--- config.mk ---
export PLATFORM = sky130hd
export DESIGN_NAME = shift_right_sequential_flat
export DESIGN_NICKNAME = d
export VERILOG_FILES = /design/src/rtl/shift_right_sequential_if.sv /design/src/rtl/shift_right_sequential.sv /design/src/flat_wrapper.sv
export SDC_FILE = /design/constraint.sdc
export NUM_CORES = 1
export LEC_CHECK = 0
export BUFFER_PORTS_ARGS = -buffer_cell sky130_fd_sc_hd__buf_2
export CORE_UTILIZATION = 55
export DETAILED_ROUTE_END_ITERATION = 6
export GPL_TIMING_DRIVEN = 0
export PLACE_DENSITY_LB_ADDON = 0.15
export REMOVE_ABC_BUFFERS = 1
export SLEW_MARGIN = 20
export SYNTH_ARGS = -nofsm -noshare
export SYNTH_HDL_FRONTEND = slang
export SYNTH_SLANG_ARGS = --single-unit
--- constraint.sdc ---
create_clock -name clk -period 3.55 [get_ports clk]
set_input_delay 0.5325 -clock clk [delete_from_list [all_inputs] [get_ports clk]]
set_output_delay 0.5325 -clock clk [all_outputs]
set_load 0.01 [all_outputs]
--- src/rtl/shift_right_sequential_if.sv ---
// Operand/result handshake bundle for the sequential right shifter.
// The slave modport is the shifter; the master side issues operands and drains results.
interface shift_right_sequential_if #(
  parameter int N = 32
);
  logic         i_valid;
  logic         i_ready;
  logic [N-1:0] in;
  logic [N-1:0] shamt;
  logic         arith;
  logic         o_valid;
  logic         o_ready;
  logic [N-1:0] out;

  modport master (
    output i_valid, in, shamt, arith, o_ready,
    input  i_ready, o_valid, out
  );

  modport slave (
    input  i_valid, in, shamt, arith, o_ready,
    output i_ready, o_valid, out
  );
endinterface

--- src/rtl/shift_right_sequential.sv ---
// Multi-cycle logical/arithmetic right shifter: one power-of-two shift stage per clock,
// with a single-cycle path to the fill value when the shift amount is 32 or more.
module shift_right_sequential #(
  parameter int N = 32
) (
  input logic                      clk,
  input logic                      rst,
  shift_right_sequential_if.slave  bus
);

  typedef enum logic [1:0] {
    S_IDLE  = 2'd0,
    S_SHIFT = 2'd1,
    S_DONE  = 2'd2
  } state_t;

  state_t       r_state;
  logic [N-1:0] r_acc;
  logic [N-1:0] r_out;
  logic [4:0]   r_amt;
  logic [2:0]   r_stage;
  logic         r_mode;
  logic         r_sign;
  logic         r_o_valid;

  logic         w_ovf;
  logic         w_in_fill;
  logic         w_fill;
  logic [N-1:0] w_next_acc;

  // Shift right by 2^st, filling the vacated upper bits with the given fill bit.
  function automatic logic [N-1:0] shr_stage(input logic [N-1:0] a,
                                             input logic [2:0]   st,
                                             input logic         fill);
    logic [N-1:0] r;
    case (st)
      3'd0:    r = {{1{fill}},  a[N-1:1]};
      3'd1:    r = {{2{fill}},  a[N-1:2]};
      3'd2:    r = {{4{fill}},  a[N-1:4]};
      3'd3:    r = {{8{fill}},  a[N-1:8]};
      3'd4:    r = {{16{fill}}, a[N-1:16]};
      default: r = a;
    endcase
    return r;
  endfunction

  assign w_ovf      = |bus.shamt[N-1:5];
  assign w_in_fill  = bus.arith & bus.in[N-1];
  // Fill comes from the sign captured at accept, never from the shifted accumulator.
  assign w_fill     = r_mode & r_sign;
  assign w_next_acc = r_amt[r_stage] ? shr_stage(r_acc, r_stage, w_fill) : r_acc;

  assign bus.i_ready = (r_state == S_IDLE);
  assign bus.o_valid = r_o_valid;
  assign bus.out     = r_out;

  // Handshake FSM and datapath registers.
  always_ff @(posedge clk or negedge rst) begin
    if (!rst) begin
      r_state   <= S_IDLE;
      r_acc     <= '0;
      r_out     <= '0;
      r_amt     <= 5'd0;
      r_stage   <= 3'd0;
      r_mode    <= 1'b0;
      r_sign    <= 1'b0;
      r_o_valid <= 1'b0;
    end else begin
      case (r_state)
        S_IDLE: begin
          if (bus.i_valid) begin
            r_amt  <= bus.shamt[4:0];
            r_mode <= bus.arith;
            r_sign <= bus.in[N-1];
            if (w_ovf) begin
              r_acc     <= {N{w_in_fill}};
              r_out     <= {N{w_in_fill}};
              r_o_valid <= 1'b1;
              r_state   <= S_DONE;
            end else begin
              r_acc   <= bus.in;
              r_stage <= 3'd0;
              r_state <= S_SHIFT;
            end
          end
        end
        S_SHIFT: begin
          r_acc <= w_next_acc;
          if (r_stage == 3'd4) begin
            r_stage   <= 3'd0;
            r_out     <= w_next_acc;
            r_o_valid <= 1'b1;
            r_state   <= S_DONE;
          end else begin
            r_stage <= r_stage + 3'd1;
          end
        end
        S_DONE: begin
          if (bus.o_ready) begin
            r_o_valid <= 1'b0;
            r_state   <= S_IDLE;
          end
        end
        default: begin
          r_o_valid <= 1'b0;
          r_state   <= S_IDLE;
        end
      endcase
    end
  end

endmodule

--- src/flat_wrapper.sv ---
// flat-port wrapper written by rule: the top's interface ports become plain ports
module shift_right_sequential_flat 
#(
  parameter int N = 32
)
  (clk, rst, bus_i_valid, bus_in, bus_shamt, bus_arith, bus_o_ready, bus_i_ready, bus_o_valid, bus_out);
  shift_right_sequential_if #(.N(N)) bus_i ();
  input logic clk;
  input logic rst;
  input wire logic [$bits(bus_i.i_valid)-1:0] bus_i_valid;
  input wire logic [$bits(bus_i.in)-1:0] bus_in;
  input wire logic [$bits(bus_i.shamt)-1:0] bus_shamt;
  input wire logic [$bits(bus_i.arith)-1:0] bus_arith;
  input wire logic [$bits(bus_i.o_ready)-1:0] bus_o_ready;
  output wire logic [$bits(bus_i.i_ready)-1:0] bus_i_ready;
  output wire logic [$bits(bus_i.o_valid)-1:0] bus_o_valid;
  output wire logic [$bits(bus_i.out)-1:0] bus_out;
  assign bus_i.i_valid = bus_i_valid;
  assign bus_i.in = bus_in;
  assign bus_i.shamt = bus_shamt;
  assign bus_i.arith = bus_arith;
  assign bus_i.o_ready = bus_o_ready;
  assign bus_i_ready = bus_i.i_ready;
  assign bus_o_valid = bus_i.o_valid;
  assign bus_out = bus_i.out;
  shift_right_sequential #(.N(N)) u_core (.clk(clk), .rst(rst), .bus(bus_i));
endmodule
Yosys cells after proc, flatten, opt, wreduce, memory -nomap -nowiden:

Cells that the tools add are included.

* register bits: 77
* bits of input ports: 69
* output and inout port bits: 34
* word-level logic and storage cells: 58

* add/subtract/negate cells: 1
* order comparisons: 1
* equality and inequality tests: 11
* mux-type cells: 25
* bitwise logic cells: 2
* reductions and logical operators: 10

Operators with widths (count)
* $mux W32: 6
* $pmux W32 S5: 1
* $pmux W32 S2: 2
* $reduce_or A27 Y1: 1
* $mux W3: 3
* $mux W2: 4
* $reduce_and A4 Y1: 2
* $eq A3 B2 Y1 const B: 2
* $ne A2 B2 Y1 const B: 3
* $pmux W2 S3: 1
* $pmux W3 S2: 1
* $reduce_and A3 Y1: 2
* $mux W1: 5
* $lt A3 B4 Y1 const B: 1
* $ne A2 B1 Y1 const B: 2
* $reduce_and A2 Y1: 2
* $add A3 B1 Y3 const B: 1
* $bmux W1 S3: 1
* $eq A3 B1 Y1 const B: 1
* $eq A3 B3 Y1 const B: 1
* $logic_not A3 Y1: 1
* $pmux W1 S3: 1
* $and A1 B1 Y1: 2
* $eq A2 B1 Y1 const B: 1
* 3 further kinds: 3

Logic depth before layout (Yosys ltp):

Gate-level depths: netlist of run 1.

* word-level depth: 5
* gate-level depth with buffers: 11
* depth with buffers taken out: 7

Worst setup path after synthesis of run 1:

No wires, ideal clock.

* path kind: register to register
* from: register u_core.r_stage[2]
* to: register u_core.r_acc[28]
* library setup time: 135 ps
* arrival: 2332 ps
* required time: 3415 ps
* slack: 1083 ps
* cell stages (with the launch flop): 11
* buffers on the path: 4
* period minus slack after synthesis: 2467 ps
* path through: dfrtp_1 -> buf_2 -> clkbuf_1 -> clkbuf_1 -> inv_1 -> ha_1 -> nor3_1 -> a21oi_1 -> clkbuf_1 -> o221ai_1 -> o21ai_0

* cells in the longest elaborated chain, start to end: 4
* elaborated cells between the ends (all ways): 10
* classes of those cells: eq/ne (4); mux (5); reduce/logical (1)

RTL lines
* from (decl): RTL line shift_right_sequential.sv:21 `logic [2:0] r_stage;`
* from (signal assigned): RTL line shift_right_sequential.sv:95 `r_stage <= r_stage + 3'd1;`
* $eq A3 B3 Y1, or another cell as far along: RTL line shift_right_sequential.sv:36 `case (st)`
* $pmux W32 S5 or $mux W1 (tied branches): RTL line shift_right_sequential.sv:36, shift_right_sequential.sv:51
* $mux W32 *: RTL line shift_right_sequential.sv:51 `assign w_next_acc = r_amt[r_stage] ? shr_stage(r_acc, r_stage, w_fill) : r_acc;`
* $pmux W32 S2 *: RTL line shift_right_sequential.sv:69 `case (r_state)`
* to (signal assigned): RTL line shift_right_sequential.sv:76 `r_acc <= {N{w_in_fill}};`
* to (signal assigned): RTL line shift_right_sequential.sv:81 `r_acc <= bus.in;`
* to (signal assigned): RTL line shift_right_sequential.sv:88 `r_acc <= w_next_acc;`
* to (decl): RTL line shift_right_sequential.sv:18 `logic [N-1:0] r_acc;`

Mark *: on every way between the ends. The rest lies on a longest branch, timed or not. The select of a mux whose other input is x is not followed.
A chain may end at the register's enable or synchronous reset.

Worst setup path after layout of run 1:

* from: register u_core.r_stage[1]
* to: register u_core.r_out[5] (netlist: u_core.bus.out[5])

* cells in the longest elaborated chain, start to end: 5
* elaborated cells between the ends (all ways): 13
* classes of those cells: eq/ne (5); mux (6); reduce/logical (2)

RTL lines
* $eq A3 B3 Y1, or another cell as far along: RTL line shift_right_sequential.sv:36, shift_right_sequential.sv:89
* $pmux W32 S5 or $mux W1 (tied branches): RTL line shift_right_sequential.sv:36, shift_right_sequential.sv:51
* $mux W32: RTL line shift_right_sequential.sv:51
* $mux W32: RTL line shift_right_sequential.sv:89 `if (r_stage == 3'd4) begin`
* $pmux W32 S2: RTL line shift_right_sequential.sv:69
* to (signal assigned): RTL line shift_right_sequential.sv:77 `r_out <= {N{w_in_fill}};`
* to (signal assigned): RTL line shift_right_sequential.sv:91 `r_out <= w_next_acc;`
* to (decl): RTL line shift_right_sequential.sv:19 `logic [N-1:0] r_out;`

Several ways; a longest one is shown, not always the timed one. The select of a mux whose other input is x is not followed.

==> results of run 1 <==
-- cells in the mapped netlist, drive strengths merged (6+ instances only) --
cell | number | area share
o21ai | 31 | 0.034
ha | 6 | 0.016
nor4 | 7 | 0.013
buf | 12 | 0.017
a22oi | 6 | 0.0098
dfrtp | 77 | 0.42
o221ai | 15 | 0.029
o22ai | 49 | 0.067
a222oi | 24 | 0.052
nand3 | 19 | 0.021
a21oi | 64 | 0.070
clkbuf | 34 | 0.028
nor2 | 69 | 0.056
mux2 | 24 | 0.059
nand2 | 37 | 0.030
-- registers in the layout, indices dropped and copies added (netlist names) --
signal	flops
u_core.r_amt	5
u_core.r_acc	32
u_core.bus.out	32
u_core.r_stage	3
u_core.bus.o_valid	1
u_core.r_sign	1
u_core.r_mode	1
u_core.r_state	2
-- how the worst max path moves through the flow --
stage                         end               from  slack [ns]  cells past startpoint
2_1_floorplan   u_core.bus.out[0]  u_core.r_stage[1]       -0.09                      7
3_3_place_gp    u_core.bus.out[8]  u_core.r_stage[1]       -1.38                      7
3_5_place_dp    u_core.bus.out[3]  u_core.r_stage[1]        0.36                      8
4_1_cts         u_core.bus.out[3]  u_core.r_stage[1]        0.35                      8
5_1_grt        u_core.bus.out[11]  u_core.r_stage[1]        0.09                      8
6_report        u_core.bus.out[5]  u_core.r_stage[1]        0.33                      8
-- worst register-to-register path: stages (launching register included) --
cell      delay [ns]
dfrtp_1         0.49
inv_1           0.12
ha_1            0.80
and2_1          0.35
o21ai_0         0.22
a31oi_1         0.27
a21boi_4        0.50
buf_8           0.23
o22ai_1         0.11
-- final cells by class --
class,count,share of cell area
Multi-Input combinational cell,399,0.4660
Sequential cell,77,0.3576
Timing Repair Buffer,108,0.1130
Tap cell,105,0.02437
Clock buffer,10,0.02367
Clock inverter,6,0.01184
Inverter,5,0.003481
-- kinds of logic (layout without fill, tap and decap cells) --
logic type | Yosys count | in the layout | share of synthesized area
multiplexers | 25 | 25 | 0.06087
flip-flops | 77 | 77 | 0.4185
AO/OA/AOI/OAI | 209 | 209 | 0.2954
AND/OR/NAND/NOR | 159 | 159 | 0.1601
buffers and inverters | 51 | 129 | 0.04891
adder cells (fa/ha/maj) | 6 | 6 | 0.01630
-- through the flow --
step / hold slack, ns / area [um2] / total power, mW / setup TNS, ns / util
4_1_cts: 0.1515 / 5388 / 2.702 / 0 / 0.6590
3_5_place_dp: 0.4645 / 5196 / 2.055 / 0 / 0.6356
2_1_floorplan: 0.2369 / 4398 / 1.723 / -1.509 / -
5_1_grt: 0.1638 / 5391 / 2.873 / 0 / 0.6595
6_report: 0.1262 / 5391 / 2.710 / 0 / 0.6595
3_3_place_gp: 0.4569 / 5040 / 2.007 / -56.67 / 0.6165
-- metal layers --
layer  global-route usage  up-vias
met3              0.05610       11
met1               0.4517     2182
li1                     -     2149
met5                    0        -
met4              0.07179        0
met2               0.4749      204
-- power breakdown --
part	internal, mW	switching, mW
Combinational	0.350	0.418
Clock	0.324	0.334
Sequential	1.06	0.224
==> run_results.csv, run 1 <==
group,metric,value,unit
power_and_ir_drop,ir_worst_vdd,0.0003130,V
setup_path,critPathMaxStageDelay,0.80,ns
route,wl_per_cell,17.88,um
placed_design,preCtsSetupSlack,0.3630,ns
run_status,violations,"DRC",
global_route,grt_pass1_wl,21.50,mm
synthesis,synth_seq_cells,77,
setup_path,slowest_stage,"ha_1",
route,drt_iter0_markers,477,
synthesis,syn_inst,527,
setup_path,cp.required,3.78,ns
setup_path,critPathCaptureType,"register",
synthesis,avgSynthCellArea,8.737,um2
final_layout,seq_area,1928,um2
route,wl_met1,5.865,mm
synthesis,synthDistinctLibCells,46,
power_and_ir_drop,power_density,502.6,nW/um2
hold_path,hold_class,"primary input to async pin",
setup_path,cp.arrival,3.45,ns
sta,final_hold_viol_count,0,
route,wirelength,12.70,mm
global_route,grt_max_degree,41,
placed_design,gp_congestion,0.9029,
final_layout,final_common_cell,"buf_2",
final_layout,fin_cells,710,
sta,setup_viol,0,
route,wl_met2,5.843,mm
cts,hold_buffers,0,
sta,fmax,310.7,MHz
setup_path,crit_fanout,30,
cts,cts-htree-levels,3,
sta,slew_viol_final,0,
route,drcViolationCount,3,
cts,clock-sinks,77,
floorplan,die_area,8741,um2
cts,cts_resized,0,
global_route,grt_usage,0.3090,
final_layout,multi_input_comb_area,2512,um2
flow_run,cap_violations,0,
synthesis,ys_seq_area_frac,0.4185,
setup_path,reg2regPathDepth,8,
floorplan,io_pins,103,
cts,cts_tree,"yes",
synthesis,synth_edf_count,0,
final_layout,fin_nets,675,
cts,path_clk_slew,0.08,ns
synthesis,yosys_warnings,0,
final_layout,layout_common_cells,"buf_2, dfrtp_1, nor2_1",
floorplan,core.rowCount,33,
route,routed.top_layer,"met4",
setup_path,start_kind,"register",
final_layout,fillerInstances,702,
placed_design,place_inst,694,
floorplan,die_y,93.50,um
sta,worstMarginPinSlew,0.9712,ns
final_layout,drive_gt1_frac,0.2727,
floorplan,coreArea,8175,um2
cts,numCtsBuffers,9,
final_layout,synthToLayoutAreaGrowth,17.09,%
sta,setup_slack,0.3318,ns
setup_path,cp_num_buf_inv,2,
cts,clk_path_buf_depth,2,
route,vias_per_cell,6.403,
global_route,grt_pass1_vias,4310,
setup_path,r2r_end,"u_core.bus.out[5]",
placed_design,port_buffers,102,
placed_design,hpwl,8.765,mm
setup_path,reg2reg_from,"u_core.r_stage[1]",
setup_path,critical_path_class,"register to register",
cts,post_cts_buffers,0,
sta,rsz0062_at_grt,"false",
run_status,status,"finished with violations",
sta,max_slew_margin,0.3526,
global_route,antenna_found_initial,0,
cts,clkLatencyLatePin,0.36,ns
final_layout,diodes,0,
setup_path,crit_family,"compound AO/OA/AOI/OAI gates",
route,dr_wl_met3,868,um
setup_path,path_cells,"inv_1 > ha_1 > and2_1 > o21ai_0 > a31oi_1 > a21boi_4 > buf_8 > o22ai_1",
synthesis,synth_ff_type,"dfrtp_1",
floorplan,start_util,0.5632,
setup_path,ff2ff_setup_slack,0.33,ns
synthesis,ys_async_sr_fraction,1.000,
sta,skew,0.01182,ns
sta,finalCritPeriodShare,0.9065,
global_route,overflow,0,
route,ant_nets,0,
floorplan,die_w,93.50,um
route,vias,4546,
power_and_ir_drop,power_leakage,2.300,nW
cts,root_buffer,"clkbuf_8",
sta,period_needed,3.218,ns
synthesis,netlist_area,4604,um2
route,first_pass_iters,7,
No activity file was read; power rests on OpenSTA's default activity.
==> run 2: changes to the inputs <==
Settings changed: BUFFER_PORTS_ARGS -buffer_cell sky130_fd_sc_hd__buf_2 to -buffer_cell sky130_fd_sc_hd__buf_4, TNS_END_PERCENT set to 5.
==> run 2 against run 1 <==
Compared with the run above:
- the run still ends with DRC left
- sequential power is essentially flat
- first-iteration DRC count shrank 8.4%
- die area is the same
==> run_results.csv, run 2 (synthesized netlist as in run 1, its figures left out) <==
group,metric,value,unit
cts,hold_buffers,0,
power_and_ir_drop,power_switching,0.9900,mW
sta,slew_viol_final,0,
floorplan,core.rowCount,33,
sta,final_hold_viol_count,0,
route,first_pass_iters,7,
setup_path,crit_fanout,30,
route,wl_per_cell,18.23,um
sta,worstMarginPinSlew,1.011,ns
final_layout,synthToLayoutAreaGrowth,22.34,%
sta,setup-tns-final,0,ns
sta,rsz0062_at_grt,"false",
cts,post_cts_buffers,0,
sta,setup_slack,0.3577,ns
placed_design,hpwl,8.756,mm
floorplan,die_y,93.50,um
setup_path,critical_path_class,"register to register",
sta,setup_viol,0,
setup_path,slowest_stage,"ha_1",
route,wirelength,12.93,mm
sta,skew,0.01590,ns
global_route,grt_usage,0.3099,
power_and_ir_drop,intPower,1.814,mW
power_and_ir_drop,power_leakage,2.381,nW
final_layout,drive_gt1_frac,0.2732,
final_layout,layout_common_cells,"buf_4, dfrtp_1, nor2_1",
route,ant_nets,0,
setup_path,start_kind,"register",
power_and_ir_drop,power_frac_comb,0.297,
floorplan,die_area,8741,um2
final_layout,diodes,0,
setup_path,reg2regPathDepth,8,
power_and_ir_drop,switching_share,0.3530,
floorplan,start_util,0.5632,
power_and_ir_drop,p_seq_frac,0.460,
cts,numCtsBuffers,9,
cts,cts-htree-levels,3,
cts,clk_path_buf_depth,2,
floorplan,io_pins,103,
placed_design,gp_congestion,0.8980,
flow_run,cap_violations,0,
cts,root_buffer,"clkbuf_8",
setup_path,r2r_end,"u_core.bus.out[4]",
route,drcViolationCount,8,
route,vias,4582,
setup_path,cp.required,3.79,ns
placed_design,preCtsSetupSlack,0.3714,ns
global_route,antenna_found_initial,0,
route,vias_per_cell,6.463,
hold_path,hold_class,"primary input to async pin",
floorplan,coreArea,8175,um2
setup_path,cp.arrival,3.43,ns
final_layout,final_common_cell,"buf_4",
route,drt_iter0_markers,437,
power_and_ir_drop,ir_worst_vdd,0.0002790,V
placed_design,port_buffers,102,
power_and_ir_drop,power_density,497.8,nW/um2
run_status,status,"finished with violations",
setup_path,path_cells,"inv_1 > ha_1 > and2_1 > o21ai_0 > a31oi_1 > a21boi_4 > buf_8 > o22ai_1",
floorplan,die_w,93.50,um
setup_path,reg2reg_from,"u_core.r_stage[1]",
setup_path,critPathMaxStageDelay,0.83,ns
sta,finalCritPeriodShare,0.8992,
setup_path,ff2ff_setup_slack,0.36,ns
power_and_ir_drop,clkPwrFrac,0.242,
global_route,grt_pass1_vias,4299,
global_route,overflow,0,
global_route,grt_pass1_wl,21.42,mm
cts,path_clk_slew,0.09,ns
final_layout,fillerInstances,679,
cts,clkLatencyLatePin,0.36,ns
cts,cts_tree,"yes",
sta,holdWs,0.2941,ns
final_layout,fin_nets,674,
sta,max_slew_margin,0.3262,
setup_path,critPathCaptureType,"register",
cts,cts_resized,0,
sta,period_needed,3.192,ns
global_route,grt_max_degree,78,
sta,fmax,313.3,MHz
cts,clock-sinks,77,
run_status,violations,"DRC",
## run 2: changes by cell type in the layout (fill, tap and decap cells not counted)
cell,delta
buf_12,-1
buf_2,-101
buf_4,+101
clkbuf_1,-1
clkbuf_8,+1
clkinv_4,-1
clkinvlp_4,+1
## run 2: stage by stage
step                      instance area [um2]  utilization  cells  power (mW)
final                                    5633       0.6890    709       2.804
after global routing                     5633       0.6890    709       2.957
after CTS                                5632       0.6889    709       2.800
after detailed placement                 5431       0.6644    693       2.123
after global placement                   5295       0.6477    688       2.078
after floorplan                          4398            -    481       1.723
## run 2: final cells by class
| class | instances | area (um2) | share of cell area |
|---|---|---|---|
| Clock buffer | 10 | 137.6 | 0.02443 |
| Clock inverter | 6 | 62.56 | 0.01111 |
| Inverter | 5 | 18.77 | 0.003332 |
| Multi-Input combinational cell | 399 | 2512 | 0.4460 |
| Sequential cell | 77 | 1928 | 0.3423 |
| Tap cell | 105 | 131.4 | 0.02332 |
| Timing Repair Buffer | 107 | 842.1 | 0.1495 |
## run 2: worst max path at each step
stage          cells after the start              start                  to  slack, ns
2_1_floorplan                      7  u_core.r_stage[1]   u_core.bus.out[0]      -0.09
3_3_place_gp                       7  u_core.r_stage[1]  u_core.bus.out[14]      -1.39
3_5_place_dp                       8  u_core.r_stage[1]   u_core.bus.out[4]       0.37
4_1_cts                            8  u_core.r_stage[1]   u_core.bus.out[4]       0.37
5_1_grt                            6  u_core.r_stage[1]    u_core.r_acc[24]       0.16
6_report                           8  u_core.r_stage[1]   u_core.bus.out[4]       0.36
## run 2: power groups by stage
stage / registers (mW) / logic, mW / clock network, mW
after global routing: 1.32 / 0.921 / 0.720
after detailed placement: 1.30 / 0.828 / 0
final: 1.29 / 0.833 / 0.680
after CTS: 1.28 / 0.832 / 0.688
after global placement: 1.29 / 0.792 / 0
after floorplan: 1.27 / 0.455 / 0
## run 2: critical path: cells and delay by family (launching register included)
| family | cells | cell delay (ns) |
|---|---|---|
| flip-flops | 1 | 0.49 |
| AND/OR/NAND/NOR | 1 | 0.34 |
| buffers and inverters | 2 | 0.35 |
| adder cells (fa/ha/maj) | 1 | 0.83 |
| AO/OA/AOI/OAI | 4 | 1.05 |
## run 2: metal layers
| metal | vias up | track usage | wire length (um) |
|---|---|---|---|
| met3 | 9 | 0.05854 | 988 |
| met4 | 0 | 0.07179 | 97 |
| met5 | - | 0 | 0 |
| met2 | 239 | 0.4871 | 6030 |
| met1 | 2187 | 0.4433 | 5811 |
| li1 | 2147 | - | - |
